**src/rtl/lq_agen_pkg.sv**
```systemverilog
// lq_agen_pkg: shared constants for the load-queue agen EX1->EX2 slice.
//   CSEL_*  : skid-stage occupancy encoding, {skid_vld, main_vld}
//   GRP_W   : width of one conditional-sum group (nibble)
package lq_agen_pkg;

  localparam logic [1:0] CSEL_EMPTY = 2'b00;
  localparam logic [1:0] CSEL_ONE   = 2'b01;
  localparam logic [1:0] CSEL_TWO   = 2'b11;

  localparam int GRP_W = 4;

endpackage

```
**src/rtl/lq_agen_csel_mux.sv**
```systemverilog
// lq_agen_csel_mux: per-group 2:1 carry-select of conditional sums.
//   i_sum_0 : sums assuming carry-in 0, [0:GRP_W*NGRP-1], bit 0 = MSB
//   i_sum_1 : sums assuming carry-in 1
//   i_cin   : late group carries, i_cin[g] picks bits [GRP_W*g +: GRP_W]
//   o_sel   : selected EA slice
module lq_agen_csel_mux
  import lq_agen_pkg::*;
#(
  parameter int NGRP = 4
) (
  input  logic [0:GRP_W*NGRP-1] i_sum_0,
  input  logic [0:GRP_W*NGRP-1] i_sum_1,
  input  logic [0:NGRP-1]       i_cin,
  output logic [0:GRP_W*NGRP-1] o_sel
);

  for (genvar g = 0; g < NGRP; g++) begin : g_grp
    assign o_sel[GRP_W*g +: GRP_W] = i_cin[g] ? i_sum_1[GRP_W*g +: GRP_W]
                                              : i_sum_0[GRP_W*g +: GRP_W];
  end

endmodule

```
**src/rtl/lq_agen_csel_stage.sv**
```systemverilog
// lq_agen_csel_stage: EX1->EX2 carry-select and stage latch feeding the ERAT.
//   nclk, rst_b        : clock (rising), async active-low reset of valid bits
//   ex1_vld / ex1_rdy  : EX1 request handshake; ex1_rdy = !skid_vld (registered)
//   ex1_sum_0/_1, cin  : conditional sums and group carries, selected here
//   ex1_tid, flush     : request thread and per-thread flush lines
//   ex2_vld / ex2_rdy  : ERAT handshake; ex2_ea / ex2_tid valid with ex2_vld
// Main entry drives ex2_*; a skid entry absorbs one cycle of backpressure.
module lq_agen_csel_stage
  import lq_agen_pkg::*;
#(
  parameter int NGRP    = 4,
  parameter int TID_W   = 2,
  parameter int THREADS = 2
) (
  input  logic                   nclk,
  input  logic                   rst_b,
  input  logic                   ex1_vld,
  output logic                   ex1_rdy,
  input  logic [0:GRP_W*NGRP-1]  ex1_sum_0,
  input  logic [0:GRP_W*NGRP-1]  ex1_sum_1,
  input  logic [0:NGRP-1]        ex1_cin,
  input  logic [TID_W-1:0]       ex1_tid,
  input  logic [THREADS-1:0]     flush,
  output logic                   ex2_vld,
  input  logic                   ex2_rdy,
  output logic [0:GRP_W*NGRP-1]  ex2_ea,
  output logic [TID_W-1:0]       ex2_tid
);

  // tid values beyond THREADS have no flush line and are never flushed
  function automatic logic tid_fl(input logic [TID_W-1:0] t,
                                  input logic [THREADS-1:0] f);
    logic r;
    r = 1'b0;
    for (int k = 0; k < THREADS; k++)
      if (t == TID_W'(k)) r = f[k];
    return r;
  endfunction

  logic [0:GRP_W*NGRP-1] w_sel;

  lq_agen_csel_mux #(.NGRP(NGRP)) u_mux (
    .i_sum_0 (ex1_sum_0),
    .i_sum_1 (ex1_sum_1),
    .i_cin   (ex1_cin),
    .o_sel   (w_sel)
  );

  logic                  r_main_vld, r_skid_vld;
  logic [0:GRP_W*NGRP-1] r_main_ea,  r_skid_ea;
  logic [TID_W-1:0]      r_main_tid, r_skid_tid;

  logic [1:0] w_state;
  logic       w_pop, w_acc, w_main_keep, w_skid_keep;
  logic       w_main_vld_nxt, w_skid_vld_nxt;
  logic       w_ld_main, w_ld_skid, w_promote;

  assign w_state = {r_skid_vld, r_main_vld};
  assign ex1_rdy = ~r_skid_vld;
  assign ex2_vld = r_main_vld;
  assign ex2_ea  = r_main_ea;
  assign ex2_tid = r_main_tid;

  assign w_pop       = r_main_vld & ex2_rdy;
  assign w_acc       = ex1_vld & ex1_rdy & ~tid_fl(ex1_tid, flush);
  // a pop wins over a flush of the same main entry
  assign w_main_keep = r_main_vld & ~w_pop & ~tid_fl(r_main_tid, flush);
  assign w_skid_keep = r_skid_vld & ~tid_fl(r_skid_tid, flush);

  always_comb begin
    w_main_vld_nxt = 1'b0;
    w_skid_vld_nxt = 1'b0;
    w_ld_main      = 1'b0;
    w_ld_skid      = 1'b0;
    w_promote      = 1'b0;
    case (w_state)
      CSEL_EMPTY: begin
        w_main_vld_nxt = w_acc;
        w_ld_main      = w_acc;
      end
      CSEL_ONE: begin
        if (w_main_keep) begin
          w_main_vld_nxt = 1'b1;
          w_skid_vld_nxt = w_acc;
          w_ld_skid      = w_acc;
        end else begin
          w_main_vld_nxt = w_acc;
          w_ld_main      = w_acc;
        end
      end
      CSEL_TWO: begin
        // ex1_rdy is low here, so nothing new enters
        if (w_main_keep) begin
          w_main_vld_nxt = 1'b1;
          w_skid_vld_nxt = w_skid_keep;
        end else begin
          w_main_vld_nxt = w_skid_keep;
          w_promote      = w_skid_keep;
        end
      end
      default: ;  // skid-only is unreachable; fall back to empty
    endcase
  end

  always_ff @(posedge nclk or negedge rst_b) begin
    if (!rst_b) begin
      r_main_vld <= 1'b0;
      r_skid_vld <= 1'b0;
    end else begin
      r_main_vld <= w_main_vld_nxt;
      r_skid_vld <= w_skid_vld_nxt;
    end
  end

  // payload latches carry no reset; only meaningful under their valid bit
  always_ff @(posedge nclk) begin
    if (w_ld_main) begin
      r_main_ea  <= w_sel;
      r_main_tid <= ex1_tid;
    end else if (w_promote) begin
      r_main_ea  <= r_skid_ea;
      r_main_tid <= r_skid_tid;
    end
    if (w_ld_skid) begin
      r_skid_ea  <= w_sel;
      r_skid_tid <= ex1_tid;
    end
  end

endmodule

```
**config.mk**
```make
export PLATFORM = sky130hd
export DESIGN_NAME = lq_agen_csel_stage
export DESIGN_NICKNAME = d
export VERILOG_FILES = /design/src/rtl/lq_agen_pkg.sv /design/src/rtl/lq_agen_csel_mux.sv /design/src/rtl/lq_agen_csel_stage.sv
export SDC_FILE = /design/constraint.sdc
export NUM_CORES = 1
export LEC_CHECK = 0
export CAP_MARGIN = 20
export CELL_PAD_IN_SITES_DETAIL_PLACEMENT = 1
export CELL_PAD_IN_SITES_GLOBAL_PLACEMENT = 1
export CORE_UTILIZATION = 35
export DETAILED_ROUTE_END_ITERATION = 8
export PLACE_DENSITY = 0.88
export SLEW_MARGIN = 20
export SYNTH_ARGS = -nofsm -noshare
export SYNTH_HDL_FRONTEND = slang
export SYNTH_HIERARCHICAL = 1
export SYNTH_SLANG_ARGS = --single-unit
```
**constraint.sdc**
```tcl
create_clock -name nclk -period 2.3 [get_ports nclk]
set_clock_uncertainty 0.05 [all_clocks]
set_input_delay 0.345 -clock nclk [delete_from_list [all_inputs] [get_ports nclk]]
set_output_delay 0.345 -clock nclk [all_outputs]
set_load 0.01 [all_outputs]
```
======== Yosys cells after proc, flatten, opt, wreduce, memory -nomap -nowiden ========
Index checks and enable logic that the tools add are counted.
storage, ports and cells
  logic and storage cells ................. 52
  input bits .............................. 44
  flip-flop bits (word level) ............. 38
  output and inout port bits .............. 20
operators by class
  mux-type cells .......................... 25
  bitwise operators ....................... 11
  equality and inequality tests ........... 5
  reductions and logical operators ........ 5
operator list
  kind                  number
  $mux W16              2
  $mux W4               4
  $mux W1               14
  $eq A2 B1 Y1 const B  4
  $logic_not A2 Y1      4
  $and A1 B1 Y1         6
  $not A1 Y1            5
  $mux W2               2
  $pmux W1 S2           2
  $pmux W1 S3           1
  $eq A2 B2 Y1 const B  1
  $reduce_bool A2 Y1    1

======== Depth between registers and ports, before layout ========
  word-level depth ........................ 9
  gate-level depth with buffers ........... 6
  depth with buffers taken out ............ 4

======== Cells and area by module ========
The synthesis kept the hierarchy.
by module, submodules not included
  module              sequential area each (µm²)  area an instance (µm²)  cells an instance  times used
  lq_agen_csel_stage  1131.1                      1529.0                  78                 1
  lq_agen_csel_mux    0.0                         180.2                   16                 1

======== Worst setup path before layout ========
Ideal clock, no wire load.
  path kind ............................... register to register
  start point ............................. register r_skid_vld
  end point ............................... register r_main_ea (netlist bit ex2_ea[0]), enable pin
  cell stages (with the launch flop) ...... 5
  required time ........................... 1.858 ns
  setup time .............................. 0.392 ns
  data arrival time ....................... 1.649 ns
  path buffers ............................ 0
  setup slack ............................. 0.208 ns
  clock period less this slack ............ 2.092 ns
  cells stage by stage .................... dfrtp_1 -> nor2b_1 -> o21ai_4 -> a21boi_0 -> nor2_1
between the ends
  word-level cells in the longest chain between the ends .. 6
  elaborated cells on any way between the ends .. 12
  those cells by class .................... 2 x eq/ne; 4 x mux; 4 x bitwise; 2 x reduce/logical
ends and longest elaborated chain
  item                            RTL line                   text
  start, declared                 lq_agen_csel_stage.sv:49   logic r_main_vld, r_skid_vld;
  start signal, assigned          lq_agen_csel_stage.sv:111  r_skid_vld <= w_skid_vld_nxt;
  $not A1 Y1                      lq_agen_csel_stage.sv:59   assign ex1_rdy = ~r_skid_vld;
  $and A1 B1 Y1 (2 in series)     lq_agen_csel_stage.sv:65   assign w_acc = ex1_vld & ex1_rdy & ~tid_fl(ex1_tid, flush);
  $mux W1                         lq_agen_csel_stage.sv:82   if (w_main_keep) begin
  $pmux W1 S2                     lq_agen_csel_stage.sv:76   case (w_state)
  $reduce_bool A2 Y1 (no line) *  --
  end signal, assigned            lq_agen_csel_stage.sv:118  r_main_ea <= w_sel;
  end signal, assigned            lq_agen_csel_stage.sv:121  r_main_ea <= r_skid_ea;
  end, declared                   lq_agen_csel_stage.sv:50   logic [0:GRP_W*NGRP-1] r_main_ea, r_skid_ea;
Every way passes the cells marked *; elsewhere a longest branch is shown, timed or not.
A chain may end at the register's enable or synchronous reset.

======== Worst setup path after layout ========
  start point ............................. input port ex1_tid[0]
  end point ............................... register r_main_ea (netlist bit ex2_ea[12]) (data pin)
between the ends
  word-level cells in the longest chain between the ends .. 8
  elaborated cells on any way between the ends .. 9
  those cells by class .................... 1 x eq/ne; 5 x mux; 2 x bitwise; 1 x reduce/logical
ends and longest elaborated chain
  item              RTL line                   text
  start, declared   lq_agen_csel_stage.sv:22   input logic [TID_W-1:0] ex1_tid,
  $logic_not A2 Y1  lq_agen_csel_stage.sv:36   if (t == TID_W'(k)) r = f[k];
  $mux W1           lq_agen_csel_stage.sv:36
  $mux W1 *         lq_agen_csel_stage.sv:36
  $not A1 Y1 *      lq_agen_csel_stage.sv:65
  $and A1 B1 Y1 *   lq_agen_csel_stage.sv:65
  $mux W1           lq_agen_csel_stage.sv:82
  $pmux W1 S2 *     lq_agen_csel_stage.sv:76
  $mux W16 *        lq_agen_csel_stage.sv:117  if (w_ld_main) begin
Marks and branches as above.

==> impl_metrics.env <==
export IMPL_synth_top_cell_area_share_pct=63.3
export IMPL_startpoint_type="primary input"
export IMPL_setup_viol=0
export IMPL_dieWidth_microns=71.9
export IMPL_gp_congestion=0.697
export IMPL_cap_viol_max_count=0
export IMPL_hold_violations=0
export IMPL_cp_arrival_ps=1980
export IMPL_dr_total_vias=1070
export IMPL_cts_path_max_buffers=2
export IMPL_rows=25
export IMPL_start_util_pct=36.2
export IMPL_track_usage_pct=15.8
export IMPL_layout_min_cycle_time_ps=2000
export IMPL_syn_inst=94
export IMPL_fp_dieH_microns=71.9
export IMPL_first_pass_iters=4
export IMPL_cts_hold_buf=0
export IMPL_ant_nets=0
export IMPL_clock_sinks=38
export IMPL_hold_path_class="primary input to async pin"
export IMPL_layout_drive_gt1_share_pct=28.7
export IMPL_post_dp_cell_area_sq_um=2450
export IMPL_synth_seq_cells=38
export IMPL_cts_tree="yes"
export IMPL_grt_max_degree=19
export IMPL_cts_resized_gates=0
export IMPL_fill_cells=445
export IMPL_ys_warn_count=6
export IMPL_cts_made_buffers=5
export IMPL_grt_antenna_before_repair=0
export IMPL_syn_avg_cell_area_sq_um=18.2
export IMPL_n_antenna_cell=0
export IMPL_synth_seq_area_share_pct=66.2
export IMPL_worst_pin_slew_ps=344
export IMPL_drt_iter0_markers=40
export IMPL_critical_path_class="primary input to flop"
export IMPL_clock_root_buffer="clkbuf_8"
export IMPL_final_nets=210
export IMPL_routed_via_density=4.57
export IMPL_yosys_cell_types_count=19
export IMPL_final_area_sq_um=2580
export IMPL_maxSlewHeadroom_pct=77.0
export IMPL_drcViolationCount=0
export IMPL_core_area_sq_um=4720
export IMPL_drv_slew=0
export IMPL_mostFrequentLayoutCell="clkdlybuf4s50_1"
export IMPL_final_cell_mix="63 x clkdlybuf4s50_1, 36 x edfxtp_1, 25 x mux2_2"
export IMPL_synth_nets=138
export IMPL_cp_data_required_time_ps=2290
export IMPL_wl_per_cell_microns=16.7
export IMPL_syn_area_sq_um=1710
export IMPL_ios=64
export IMPL_synth_area_leaders="edfxtp_1 63%, mux2_2 16%, mux2_4 7.9%"
export IMPL_fmax_ghz=0.500
export IMPL_peakVddDrop_mv=0.409
export IMPL_period_share_pct=86.9
export IMPL_finalSetupTns_ps=0
export IMPL_p_per_area_nw_per_um2=704
export IMPL_status="completed"
export IMPL_wl_microns=3910
export IMPL_clock_latency_ps=290
export IMPL_path_clk_slew_ps=80
export IMPL_h_tree_depth=2
export IMPL_p_leak_nw=0.931
export IMPL_critPathMaxFanout=18
export IMPL_yosysTopAreaCell="edfxtp_1"
export IMPL_grt_overflow_total=0
export IMPL_areaGrowthSynthToFinish_pct=51.0
export IMPL_dieArea_sq_um=5170
export IMPL_grt_first_pass_wirelength_microns=5860
export IMPL_dp_hpwl_microns=3000
export IMPL_end_kind="flop"
export IMPL_rsz0062_at_grt="no"
export IMPL_postCtsSetupBuffers=0
export IMPL_portBuffers=63
export IMPL_grt_pass1_vias=1144
## path summary, 6_finish.rpt
check	start	to	slack (ps)	depth (start not counted)
min	rst_b	r_skid_vld	160	1
min in group nclk	r_skid_ea[4]	ex2_ea[4]	500	1
max in group asynchronous	rst_b	ex2_vld	1930	1
max reg2reg	ex2_tid[0]	ex2_ea[12]	400	5
min reg2reg	r_skid_ea[4]	ex2_ea[4]	500	1
max	ex1_tid[0]	ex2_ea[12]	300	6
## area by class of cell
type | count | area [sq um] | area share, %
Clock inverter | 3 | 63.8 | 2.47
Inverter | 3 | 11.3 | 0.436
Clock buffer | 5 | 68.8 | 2.67
Timing Repair Buffer | 67 | 686 | 26.6
Tap cell | 67 | 83.8 | 3.25
Multi-Input combinational cell | 51 | 536 | 20.8
Sequential cell | 38 | 1130 | 43.8
## state kept, by name (all words and copies together), names as in the netlist
name	count
ex2_vld	1
r_skid_ea	16
ex2_tid	2
r_skid_tid	2
ex2_ea	16
r_skid_vld	1
## synth_stat cells
| cell | instances |
|---|---|
| edfxtp_1 | 36 |
| mux2_2 | 25 |
| mux2_4 | 9 |
| inv_1 | 3 |
| nand2_1 | 3 |
| dfrtp_1 | 2 |
| mux2i_1 | 2 |
| nor2_1 | 2 |
| nor2b_1 | 2 |
| a21boi_0 | 1 |
| a21oi_1 | 1 |
| and2_1 | 1 |
| buf_12 | 1 |
| buf_6 | 1 |
| nand3_1 | 1 |
| nor2b_4 | 1 |
| o21ai_0 | 1 |
| o21ai_2 | 1 |
| o21ai_4 | 1 |
## per-layer routing
metal | vias to the layer above | part of all wire [%] | global-route usage (%)
met1 | 509 | 41 | 16.8
met5 | - | 0 | 0
met4 | 0 | 1.0 | 5.23
met2 | 54 | 52 | 30.2
li1 | 503 | - | -
met3 | 4 | 6.3 | 3.94
## worst max-delay path, cell delays in order
cell	delay [ps]
clkdlybuf4s50_1	510
mux2i_1	310
o21ai_4	110
nor2b_4	160
buf_12	180
mux2_2	360
## logic make-up (layout without fill, tap and decap cells)
kind of cell	after synthesis	after routing	synth area share, %
buf+inv	5	78	2.49
flops	38	38	66.2
mux	36	36	25.5
simple gates	10	10	3.29
compound gates	5	5	2.49
## where the power goes
part	total, mW	internal [mW]	switching, mW
clock	0.662	0.429	0.233
sequential	0.833	0.817	0.0160
combinational	0.322	0.200	0.122
## stage by stage
stage	power (mW)	hold slack, ps	util (%)	setup slack (ps)	instances
final	1.82	157	54.6	302	234
after global routing	1.87	165	54.6	247	234
after CTS	1.83	158	54.6	303	234
after detailed placement	1.17	466	51.8	-1.05	226
after global placement	1.15	465	51.8	87.3	226
after floorplan	0.992	-0.591	-	208	94
Power figures use the tool's default switching activity.
